$ cat src/rtl/io_handshake_unit_if.sv
// io_handshake_unit_if
//   Groups the IN/OUT handshake signals between the instruction decoder and
//   board I/O (master side) and the io_handshake_unit (slave side).
//   Signals:
//     in_req      decoder MO strobe, current instruction is IN
//     out_req     decoder out strobe, current instruction is OUT
//     button      raw confirm key, asynchronous to the clock
//     switches    raw 18-bit switch bank
//     out_data    register-file value to show on OUT
//     flag        1 while an IN/OUT is pending, decoder halts the datapath
//     in_data     {14'b0, latched switches} for the writeback mux
//     display     last OUT value for the 7-segment driver
//     display_vld 1 once any OUT has completed since reset
interface io_handshake_unit_if;
    logic        in_req;
    logic        out_req;
    logic        button;
    logic [17:0] switches;
    logic [31:0] out_data;
    logic        flag;
    logic [31:0] in_data;
    logic [31:0] display;
    logic        display_vld;

    modport master (
        output in_req, out_req, button, switches, out_data,
        input  flag, in_data, display, display_vld
    );

    modport slave (
        input  in_req, out_req, button, switches, out_data,
        output flag, in_data, display, display_vld
    );
endinterface

$ cat src/rtl/io_handshake_unit.sv
// io_handshake_unit
//   Handshake unit for the IN/OUT instructions. While an IN or OUT is decoded
//   it raises flag so the decoder halts the PC, waits for one debounced
//   press-release of the confirm key, latches the switches (IN) or the
//   register value (OUT) on the press, and drops flag for one cycle after
//   the release so the instruction can complete.
//   Ports:
//     clock  system clock, rising-edge
//     reset  asynchronous active-high reset
//     bus    io_handshake_unit_if.slave: requests, raw key/switches, out_data
//            in; flag, in_data, display, display_vld out
module io_handshake_unit #(
    parameter int DEBOUNCE_CYCLES = 50000,
    parameter bit BTN_ACTIVE_LOW  = 1'b1
) (
    input  logic                  clock,
    input  logic                  reset,
    io_handshake_unit_if.slave    bus
);

    localparam int   CW           = (DEBOUNCE_CYCLES > 1) ? $clog2(DEBOUNCE_CYCLES) : 1;
    localparam logic RAW_RELEASED = BTN_ACTIVE_LOW;

    typedef enum logic [1:0] {
        IDLE,
        WAIT_PRESS,
        WAIT_REL,
        DONE
    } state_t;

    state_t        state_q, state_d;
    logic          sync1_q, sync1_d;
    logic          sync2_q, sync2_d;
    logic          deb_q, deb_d;
    logic [CW-1:0] cnt_q, cnt_d;
    logic [31:0]   in_data_q, in_data_d;
    logic [31:0]   display_q, display_d;
    logic          vld_q, vld_d;

    logic          key_level;
    logic          level_diff;
    logic          cnt_done;
    logic          press_evt;
    logic          rel_evt;
    logic          req;

    // Key path: two-flop synchronizer, polarity fix, then a debouncer that
    // only accepts a new level after DEBOUNCE_CYCLES consecutive differing
    // samples. The events are taken from the toggle condition itself, so the
    // FSM reacts on the same edge the debounced level flips.
    always_comb begin
        sync1_d    = bus.button;
        sync2_d    = sync1_q;
        key_level  = sync2_q ^ BTN_ACTIVE_LOW;
        level_diff = key_level != deb_q;
        cnt_done   = level_diff && (cnt_q == CW'(DEBOUNCE_CYCLES - 1));
        press_evt  = cnt_done && !deb_q;
        rel_evt    = cnt_done && deb_q;
        deb_d      = deb_q;
        cnt_d      = '0;
        if (cnt_done) begin
            deb_d = ~deb_q;
        end else if (level_diff) begin
            cnt_d = cnt_q + CW'(1);
        end
    end

    // Handshake FSM. Presses are edge events, so a key already held when the
    // request arrives must be released and pressed again. A simultaneous
    // in_req/out_req is an illegal decode and is handled as IN only.
    always_comb begin
        req       = bus.in_req | bus.out_req;
        state_d   = state_q;
        in_data_d = in_data_q;
        display_d = display_q;
        vld_d     = vld_q;
        case (state_q)
            IDLE: begin
                if (req) state_d = WAIT_PRESS;
            end
            WAIT_PRESS: begin
                if (!req) begin
                    state_d = IDLE;
                end else if (press_evt) begin
                    state_d = WAIT_REL;
                    if (bus.in_req) begin
                        in_data_d = {14'b0, bus.switches};
                    end else begin
                        display_d = bus.out_data;
                        vld_d     = 1'b1;
                    end
                end
            end
            WAIT_REL: begin
                if (!req) begin
                    state_d = IDLE;
                end else if (rel_evt) begin
                    state_d = DONE;
                end
            end
            DONE: begin
                state_d = IDLE;
            end
            default: begin
                state_d = IDLE;
            end
        endcase
    end

    // State registers; reset returns the key path to the released level.
    always_ff @(posedge clock or posedge reset) begin
        if (reset) begin
            state_q   <= IDLE;
            sync1_q   <= RAW_RELEASED;
            sync2_q   <= RAW_RELEASED;
            deb_q     <= 1'b0;
            cnt_q     <= '0;
            in_data_q <= '0;
            display_q <= '0;
            vld_q     <= 1'b0;
        end else begin
            state_q   <= state_d;
            sync1_q   <= sync1_d;
            sync2_q   <= sync2_d;
            deb_q     <= deb_d;
            cnt_q     <= cnt_d;
            in_data_q <= in_data_d;
            display_q <= display_d;
            vld_q     <= vld_d;
        end
    end

    // flag is combinational from req so the decoder halts in the decode cycle.
    assign bus.flag        = req && (state_q != DONE);
    assign bus.in_data     = in_data_q;
    assign bus.display     = display_q;
    assign bus.display_vld = vld_q;

endmodule

$ cat src/flat_wrapper.sv
// flat-port wrapper written by rule: the top's interface ports become plain ports
module io_handshake_unit_flat 
#(
    parameter int DEBOUNCE_CYCLES = 50000,
    parameter bit BTN_ACTIVE_LOW  = 1'b1
)
  (clock, reset, bus_in_req, bus_out_req, bus_button, bus_switches, bus_out_data, bus_flag, bus_in_data, bus_display, bus_display_vld);
  io_handshake_unit_if bus_i ();
  input  logic clock;
  input  logic reset;
  input wire logic [$bits(bus_i.in_req)-1:0] bus_in_req;
  input wire logic [$bits(bus_i.out_req)-1:0] bus_out_req;
  input wire logic [$bits(bus_i.button)-1:0] bus_button;
  input wire logic [$bits(bus_i.switches)-1:0] bus_switches;
  input wire logic [$bits(bus_i.out_data)-1:0] bus_out_data;
  output wire logic [$bits(bus_i.flag)-1:0] bus_flag;
  output wire logic [$bits(bus_i.in_data)-1:0] bus_in_data;
  output wire logic [$bits(bus_i.display)-1:0] bus_display;
  output wire logic [$bits(bus_i.display_vld)-1:0] bus_display_vld;
  assign bus_i.in_req = bus_in_req;
  assign bus_i.out_req = bus_out_req;
  assign bus_i.button = bus_button;
  assign bus_i.switches = bus_switches;
  assign bus_i.out_data = bus_out_data;
  assign bus_flag = bus_i.flag;
  assign bus_in_data = bus_i.in_data;
  assign bus_display = bus_i.display;
  assign bus_display_vld = bus_i.display_vld;
  io_handshake_unit #(.DEBOUNCE_CYCLES(DEBOUNCE_CYCLES), .BTN_ACTIVE_LOW(BTN_ACTIVE_LOW)) u_core (.clock(clock), .reset(reset), .bus(bus_i));
endmodule
$ cat config.mk
export PLATFORM = sky130hd
export DESIGN_NAME = io_handshake_unit_flat
export DESIGN_NICKNAME = d
export VERILOG_FILES = /design/src/rtl/io_handshake_unit_if.sv /design/src/rtl/io_handshake_unit.sv /design/src/flat_wrapper.sv
export SDC_FILE = /design/constraint.sdc
export NUM_CORES = 1
export LEC_CHECK = 0
export CORE_MARGIN = 1
export CORE_UTILIZATION = 35
export CTS_CLUSTER_DIAMETER = 40
export CTS_CLUSTER_SIZE = 12
export DETAILED_ROUTE_END_ITERATION = 6
export HOLD_SLACK_MARGIN = 0.06
export PLACE_DENSITY = 0.67
export SYNTH_ARGS = -nofsm -noshare
export SYNTH_HDL_FRONTEND = slang
export SYNTH_SLANG_ARGS = --single-unit
$ cat constraint.sdc
create_clock -name clock -period 2.15 [get_ports clock]
set_input_delay 0.43 -clock clock [delete_from_list [all_inputs] [get_ports clock]]
set_output_delay 0.43 -clock clock [all_outputs]
set_load 0.01 [all_outputs]
### Word-level counts from Yosys, hierarchy flattened

Cells that the tools add are included.
Widths: inputs -> output; s select.

| word-level totals | value |
|---|---|
| output and inout bits | 66 |
| bits in read-only memories | 0 |
| RAM bits | 0 |
| flip-flop bits (word level) | 72 |
| bits of input ports | 55 |
| memories | 0 |
| bits in latches | 0 |

| operators by class | value |
|---|---|
| divide/modulo/power cells | 0 |
| equal/unequal tests | 9 |
| multipliers | 0 |
| order comparisons | 0 |
| reduce and logical (&&, ||, !) cells | 9 |
| shift-type cells | 0 |
| bitwise operators | 4 |
| multiplexer cells | 8 |
| add/subtract/negate cells | 1 |

Operators with widths:

| kind | count |
|---|---|
| $mux 16 | 2 |
| $add 16x1->16 const B | 1 |
| $eq 16x16->1 const B | 1 |
| $mux 2 | 5 |
| $pmux 2 s4 | 1 |
| $reduce_and 4->1 | 2 |
| $ne 3x2->1 const B | 2 |
| $eq 2x2->1 const B | 2 |
| $logic_and 1x1->1 | 4 |
| $not 1->1 | 3 |
| $reduce_and 3->1 | 1 |
| $eq 2x1->1 const B | 1 |
| $logic_not 2->1 | 1 |
| $ne 2x1->1 const B | 1 |
| $ne 2x2->1 const B | 1 |
| $logic_not 1->1 | 1 |
| $ne 1x1->1 | 1 |
| $or 1x1->1 | 1 |

### Longest topological paths before layout

Gate-level depths: netlist (run 1).

| logic depth | value |
|---|---|
| word-level depth | 7 |
| mapped depth | 7 |
| gate-level depth less buffers | 5 |

### Worst setup path after synthesis (run 1)

OpenSTA, ideal clock, no wires.

| path | value |
|---|---|
| path kind | register to register |
| start point | register u_core.cnt_q[5] |
| end point | register u_core.in_data_q[10], in the netlist u_core.bus.in_data[10] |
| cell stages (with the launch flop) | 7 |
| required time | 2.025 ns |
| setup slack | 0.026 ns |
| arrival time | 1.999 ns |
| setup time | 0.125 ns |
| period minus slack after synthesis | 2.124 ns |
| cells stage by stage | dfrtp_1 > nor4b_4 > nand4b_4 > or4_4 > buf_6 > buf_12 > mux2_4 |

| between the ends | value |
|---|---|
| word-level cells in the longest chain between the ends | 4 |

Ends and longest elaborated chain:

| item | line | source |
|---|---|---|
| start: declaration | io_handshake_unit.sv:35 | `logic [CW-1:0] cnt_q, cnt_d;` |
| start signal: assignment | io_handshake_unit.sv:126 | `cnt_q <= cnt_d;` |
| $eq 16x16->1 | io_handshake_unit.sv:56 | `cnt_done = level_diff && (cnt_q == CW'(DEBOUNCE_CYCLES - 1));` |
| $logic_and 1x1->1 | io_handshake_unit.sv:56 |  |
| $logic_and 1x1->1 | io_handshake_unit.sv:57 | `press_evt = cnt_done && !deb_q;` |
| $reduce_and 4->1 (no line) | - |  |
| end signal: assignment | io_handshake_unit.sv:127 | `in_data_q <= in_data_d;` |
| end: declaration | io_handshake_unit.sv:36 | `logic [31:0] in_data_q, in_data_d;` |

Every way passes these cells.
A chain may end at the register's enable or synchronous reset.

### Final worst setup path (run 1)

| path | value |
|---|---|
| start point | register u_core.cnt_q[1] |
| end point | register u_core.in_data_q[10], in the netlist u_core.bus.in_data[10] |

Same word-level chain as after synthesis.

==> impl_metrics.env, run 1 <==
export IMPL_outcome="completed"
export IMPL_finalPower_mw=2.78
export IMPL_holdBufCountCts=0
export IMPL_wirelength_um=6100
export IMPL_wire_per_inst_um=13.3
export IMPL_clock_path_buffers=2
export IMPL_synth_distinct_cells=33
export IMPL_ys_seq_area_share_pct=58.2
export IMPL_drv_cap=0
export IMPL_syn2layout_area_growth_pct=47.2
export IMPL_cts_sinks=72
export IMPL_whs_endpoint="u_core.sync2_q$_DFF_PP1_"
export IMPL_period_minus_slack_ns=2.01
export IMPL_numCtsBuffers=9
export IMPL_initial_core_util_pct=37.0
export IMPL_grt_start_max_net_pins=34
export IMPL_arrival_ns=2.23
export IMPL_portBuffers=106
export IMPL_p_sw_mw=0.564
export IMPL_slowest_delay_ns=0.61
export IMPL_crit_buf_inv=0
export IMPL_top_level_ports=121
export IMPL_diodes=0
export IMPL_hold_viol_final=0
export IMPL_setup_violations=0
export IMPL_cp_cell_sequence="ha_1 > nand3_1 > nand4b_4 > or4_4 > mux2_4"
export IMPL_root_buffer="clkbuf_8"
export IMPL_critPathCaptureType="register"
export IMPL_whs_ns=0.358
export IMPL_synth_top_area_share_pct=56.5
export IMPL_drc=0
export IMPL_synth_edf_count=0
export IMPL_syn_inst=226
export IMPL_ys_warn_count=0
export IMPL_placement_rows=33
export IMPL_place_gp_congestion=0.754
export IMPL_yosysMostFrequentCell="dfrtp_1"
export IMPL_power_frac_seq_pct=49.3
export IMPL_cts_tree="built"
export IMPL_ys_top_cells_by_count="70 x dfrtp_1, 40 x mux2_2, 19 x nor2_1"
export IMPL_setup_worst_path_class="reg -> reg"
export IMPL_yosysTopAreaCell="dfrtp_1"
export IMPL_combPwrFrac_pct=6.3
export IMPL_die_h_um=96.1
export IMPL_ys_seq_elements=72
export IMPL_fin_nets=404
export IMPL_netSwitchingFraction_pct=20.3
export IMPL_whs_path_depth=0
export IMPL_overflow=0
export IMPL_cpLargestDelayFamily="simple AND/OR/NAND/NOR gates"
export IMPL_regToRegEndpoint="u_core.bus.in_data[10]$_DFFE_PP0P_"
export IMPL_slowest_stage="or4_4"
export IMPL_fin_crit_sh_pct=93.5
export IMPL_die_area_um2=9240
export IMPL_worstPathRequired_ns=2.37
export IMPL_postRouteAntennaNets=0
export IMPL_yosys_top_cells_area="dfrtp_1 57%, mux2_2 15%, mux2_4 4.8%, buf_4 3.4%, xnor2_1 2.8%"
export IMPL_post_cts_buffers=0
export IMPL_synth_area_per_cell_um2=13.7
export IMPL_coreArea_um2=8380
export IMPL_drive_gt1_share_pct=25.5
export IMPL_final_cells=458
export IMPL_rr_startpoint="u_core.cnt_q[1]$_DFF_PP0_"
export IMPL_via_per_inst=4.60
export IMPL_dp_cells=442
export IMPL_antenna_found_initial=0
export IMPL_syn_area_um2=3100
export IMPL_grt_pass1_vias=2150
export IMPL_die_x_um=96.1
export IMPL_power_internal_mw=2.22
export IMPL_grt_pass1_wl_um=10200
export IMPL_ir_worst_vdd_mv=0.546
export IMPL_dpl_hpwl_um=4370
export IMPL_clkPwrFrac_pct=44.4
export IMPL_drt_iter0_markers=55
export IMPL_clk_latency_ns=0.34
export IMPL_track_usage_pct=14.6
export IMPL_ctsHtreeMaxLevel=3
export IMPL_path_clk_slew_ns=0.07
export IMPL_setup_tns_ns=0
export IMPL_rsz0062_at_grt="false"
export IMPL_synth_ff_type="dfrtp_1"
export IMPL_fmax_mhz=497
export IMPL_fill_cells=723
export IMPL_start_kind="register"
export IMPL_power_density_nw_per_um2=610
export IMPL_finalMaxSlewViolations=0
export IMPL_reg2reg_depth=5
export IMPL_hp_class="reg -> reg"
export IMPL_fin_worst_skew_ns=0.00567
export IMPL_cp_max_fo=18
export IMPL_p_leak_nw=2.10
export IMPL_first_pass_iters=4
export IMPL_ff2ff_setup_slack_ns=0.14
export IMPL_vias=2108
export IMPL_synthArstFlopShare_pct=100
export IMPL_min_from="u_core.sync1_q$_DFF_PP1_"
-- per-stage QoR --
stage | util [%] | setup WS (ns) | cell area (µm²)
2_1_floorplan | - | 0.0256 | 3150
3_3_place_gp | 51.6 | -0.00922 | 4320
3_5_place_dp | 51.6 | -0.000246 | 4320
4_1_cts | 54.4 | 0.0542 | 4560
5_1_grt | 54.4 | 0.0164 | 4560
6_report | 54.4 | 0.139 | 4560
-- flip-flops by register name (all words and copies together) (netlist names) --
| signal | flops |
|---|---|
| u_core.deb_q | 1 |
| u_core.bus.display | 32 |
| u_core.sync2_q | 1 |
| u_core.bus.in_data | 18 |
| u_core.cnt_q | 16 |
| u_core.state_q | 2 |
| u_core.bus.display_vld | 1 |
| u_core.sync1_q | 1 |
-- cells by family after synthesis --
family | share of synthesized area (%)
xor gates and xnor gates | 4.24
DFF | 58.2
adders and majority gates | 0.404
muxes | 19.4
and+or+nand+nor | 11.0
AOI/OAI and AO/OA | 1.05
buffers and inverters | 5.61
other | 0.121
-- timing repair --
action,in CTS,in global routing
gates resized for setup,1,0
setup endpoints to repair,1,18
pin swaps,0,1
-- layout by cell type (no fill, tap or decap), types with 4 or more instances in the layout --
cell type and instances:
mux2_2 40, conb_1 14, dfrtp_1 70, a21oi_1 4, nand4_1 5, nor2_1 19, xor2_1 5, mux2_4 10
nor3_1 4, nand3_1 5, clkdlybuf4s50_1 105, clkbuf_8 12, nor4_1 4, nand2_1 6, buf_4 9, xnor2_1 10
inv_1 4
-- final cells by class --
class / instances / area, µm² / share of cell area, %
flip-flops and latches: 72 / 1800 / 39.6
repair buffers: 118 / 1190 / 26.0
multi-input cells: 142 / 1180 / 25.8
clock buffers: 12 / 165 / 3.62
well taps: 105 / 131 / 2.88
clock inverters: 4 / 75.1 / 1.65
inverters: 5 / 22.5 / 0.494
-- layer usage --
metal	share of wire, %	vias to the layer above	track usage (%)
li1	-	993	-
met1	42	1035	17.8
met2	47	74	22.5
met3	9.5	6	7.35
met4	0.92	0	4.85
met5	0	-	0
-- power groups by stage --
stage | Clock [mW] | Combinational, mW | Sequential [mW]
after global routing | 1.34 | 0.198 | 1.37
final | 1.24 | 0.176 | 1.37
after CTS | 1.28 | 0.180 | 1.37
after floorplan | 0 | 0.0704 | 1.40
after detailed placement | 0 | 0.180 | 1.40
after global placement | 0 | 0.178 | 1.40
-- worst max path at each step --
stage	from	to	slack (ns)	cells past startpoint
after floorplan	u_core.cnt_q[5]$_DFF_PP0_	u_core.bus.in_data[10]$_DFFE_PP0P_	0.03	6
after global placement	bus_in_req	bus_flag	-0.009	4
after detailed placement	bus_in_req	bus_flag	-0.0002	4
after CTS	u_core.cnt_q[5]$_DFF_PP0_	u_core.bus.in_data[10]$_DFFE_PP0P_	0.05	4
after global routing	u_core.cnt_q[1]$_DFF_PP0_	u_core.bus.in_data[10]$_DFFE_PP0P_	0.02	5
final	u_core.cnt_q[1]$_DFF_PP0_	u_core.bus.in_data[10]$_DFFE_PP0P_	0.14	5
No activity file was read; power rests on OpenSTA's default activity.
==> run 2: changes to the inputs <==
CORE_ASPECT_RATIO = 2   (was not set)
==> run 2 against run 1 <==
Fmax decreased by 3.6%. Sequential share of layout area decreased by 0.29 points. Clock power increased by 25%. First-iteration DRC count decreased by 16%. Utilization decreased by 0.91 points. Via count increased by 1.5%. Final area increased by 0.74%. Worst setup slack got worse by 0.076 ns. Final cell count decreased by 1.5%.
==> impl_metrics.env, run 2 (synthesized netlist as in run 1, its figures left out) <==
export IMPL_outcome="completed"
export IMPL_clock_path_buffers=2
export IMPL_setup_tns_ns=0
export IMPL_ir_worst_vdd_mv=0.588
export IMPL_whs_ns=0.355
export IMPL_drc=0
export IMPL_reg2reg_depth=4
export IMPL_numCtsBuffers=9
export IMPL_finalInstanceArea_um2=4600
export IMPL_post_cts_buffers=0
export IMPL_critPathCaptureType="output pin"
export IMPL_min_from="u_core.sync1_q$_DFF_PP1_"
export IMPL_antenna_found_initial=0
export IMPL_die_area_um2=9260
export IMPL_path_clk_slew_ns=0.05
export IMPL_holdBufCountCts=0
export IMPL_cp_max_fo=3
export IMPL_fill_cells=754
export IMPL_fin_crit_sh_pct=97.1
export IMPL_fin_worst_skew_ns=0.00609
export IMPL_coreArea_um2=8590
export IMPL_cts_sinks=72
export IMPL_overflow=0
export IMPL_track_usage_pct=16.6
export IMPL_via_per_inst=4.74
export IMPL_setup_worst_path_class="in -> out"
export IMPL_vias=2139
export IMPL_place_gp_congestion=0.751
export IMPL_power_density_nw_per_um2=674
export IMPL_layout_common_cells="106 x clkdlybuf4s50_1, 70 x dfrtp_1, 40 x mux2_2, 19 x nor2_1, 14 x conb_1"
export IMPL_fmax_mhz=479
export IMPL_largest_reg_flops=32
export IMPL_postRouteAntennaNets=0
export IMPL_mostFrequentLayoutCell="clkdlybuf4s50_1"
export IMPL_p_leak_nw=2.12
export IMPL_hp_class="reg -> reg"
export IMPL_whs_endpoint="u_core.sync2_q$_DFF_PP1_"
export IMPL_wire_per_inst_um=15.1
export IMPL_rr_startpoint="u_core.cnt_q[7]$_DFF_PP0_"
export IMPL_initial_core_util_pct=36.1
export IMPL_rsz0062_at_grt="false"
export IMPL_utilization_pct=53.5
export IMPL_arrival_ns=1.66
export IMPL_wirelength_um=6810
export IMPL_placement_rows=48
export IMPL_root_buffer="clkbuf_16"
export IMPL_ff2ff_setup_slack_ns=0.11
export IMPL_top_level_ports=121
export IMPL_fin_nets=402
export IMPL_placed_area_um2=4280
export IMPL_dpl_hpwl_um=4970
export IMPL_grt_pass1_wl_um=11000
export IMPL_first_pass_iters=4
export IMPL_grt_pass1_vias=2248
export IMPL_cts_resized_gates=0
export IMPL_finalMaxSlewViolations=0
export IMPL_worstPathRequired_ns=1.72
export IMPL_setup_violations=0
export IMPL_diodes=0
export IMPL_period_minus_slack_ns=2.09
export IMPL_drv_cap=0
export IMPL_hold_viol_final=0
export IMPL_ctsHtreeMaxLevel=3
export IMPL_syn2layout_area_growth_pct=48.3
export IMPL_portBuffers=106
export IMPL_regToRegEndpoint="u_core.bus.in_data[9]$_DFFE_PP0P_"
export IMPL_die_x_um=68.5
export IMPL_cts_tree="built"
export IMPL_whs_path_depth=0
export IMPL_drive_gt1_share_pct=24.8
export IMPL_start_kind="input port"
export IMPL_clk_latency_ns=0.33
export IMPL_die_h_um=135
export IMPL_drt_iter0_markers=46
export IMPL_grt_start_max_net_pins=38
==> run 2: through the flow <==
step                      total power, mW  cells  setup slack (ns)
after floorplan                      1.47    239            0.0256
after global placement               1.57    435            0.0575
after detailed placement             1.57    435            0.0584
after CTS                            3.14    451            0.0551
after global routing                 3.20    451           0.00479
final                                3.10    451            0.0626
==> run 2: cell type report <==
type                    count  area, µm²  share of cell area (%)
repair buffers            116       1150                    25.0
inverters                   5       22.5                   0.490
flip-flops and latches     72       1800                    39.3
clock buffers              14        284                    6.18
well taps                 100        125                    2.72
multi-input cells         142       1180                    25.6
clock inverters             2       35.0                   0.762
==> run 2: how the worst max path moves through the flow <==
stage,start,to,cells after the start
after detailed placement,bus_in_req,u_core.bus.in_data[9]$_DFFE_PP0P_,4
after CTS,bus_in_req,bus_flag,4
after floorplan,u_core.cnt_q[5]$_DFF_PP0_,u_core.bus.in_data[10]$_DFFE_PP0P_,6
after global routing,bus_in_req,bus_flag,4
after global placement,bus_in_req,bus_flag,4
final,bus_in_req,bus_flag,4
==> run 2: per-layer routing <==
layer / up-vias / GRT usage [%] / routed length [µm]
met5: - / 0 / 0
met4: 0 / 9.84 / 181
met3: 13 / 3.55 / 269
met2: 74 / 28.2 / 3830
met1: 1058 / 17.9 / 2530
li1: 994 / - / -
==> run 2: power by group <==
part / total (mW) / internal [mW] / switching (mW)
logic: 0.171 / 0.102 / 0.0690
registers: 1.37 / 1.37 / 0.00756
clock network: 1.55 / 1.02 / 0.530
total: 3.10 / 2.49 / 0.606
==> run 2: worst max-delay path: stages <==
cell and delay [ns]:
clkdlybuf4s50_1 0.50, nor2_1 0.08, a21oi_1 0.11, clkdlybuf4s50_1 0.54
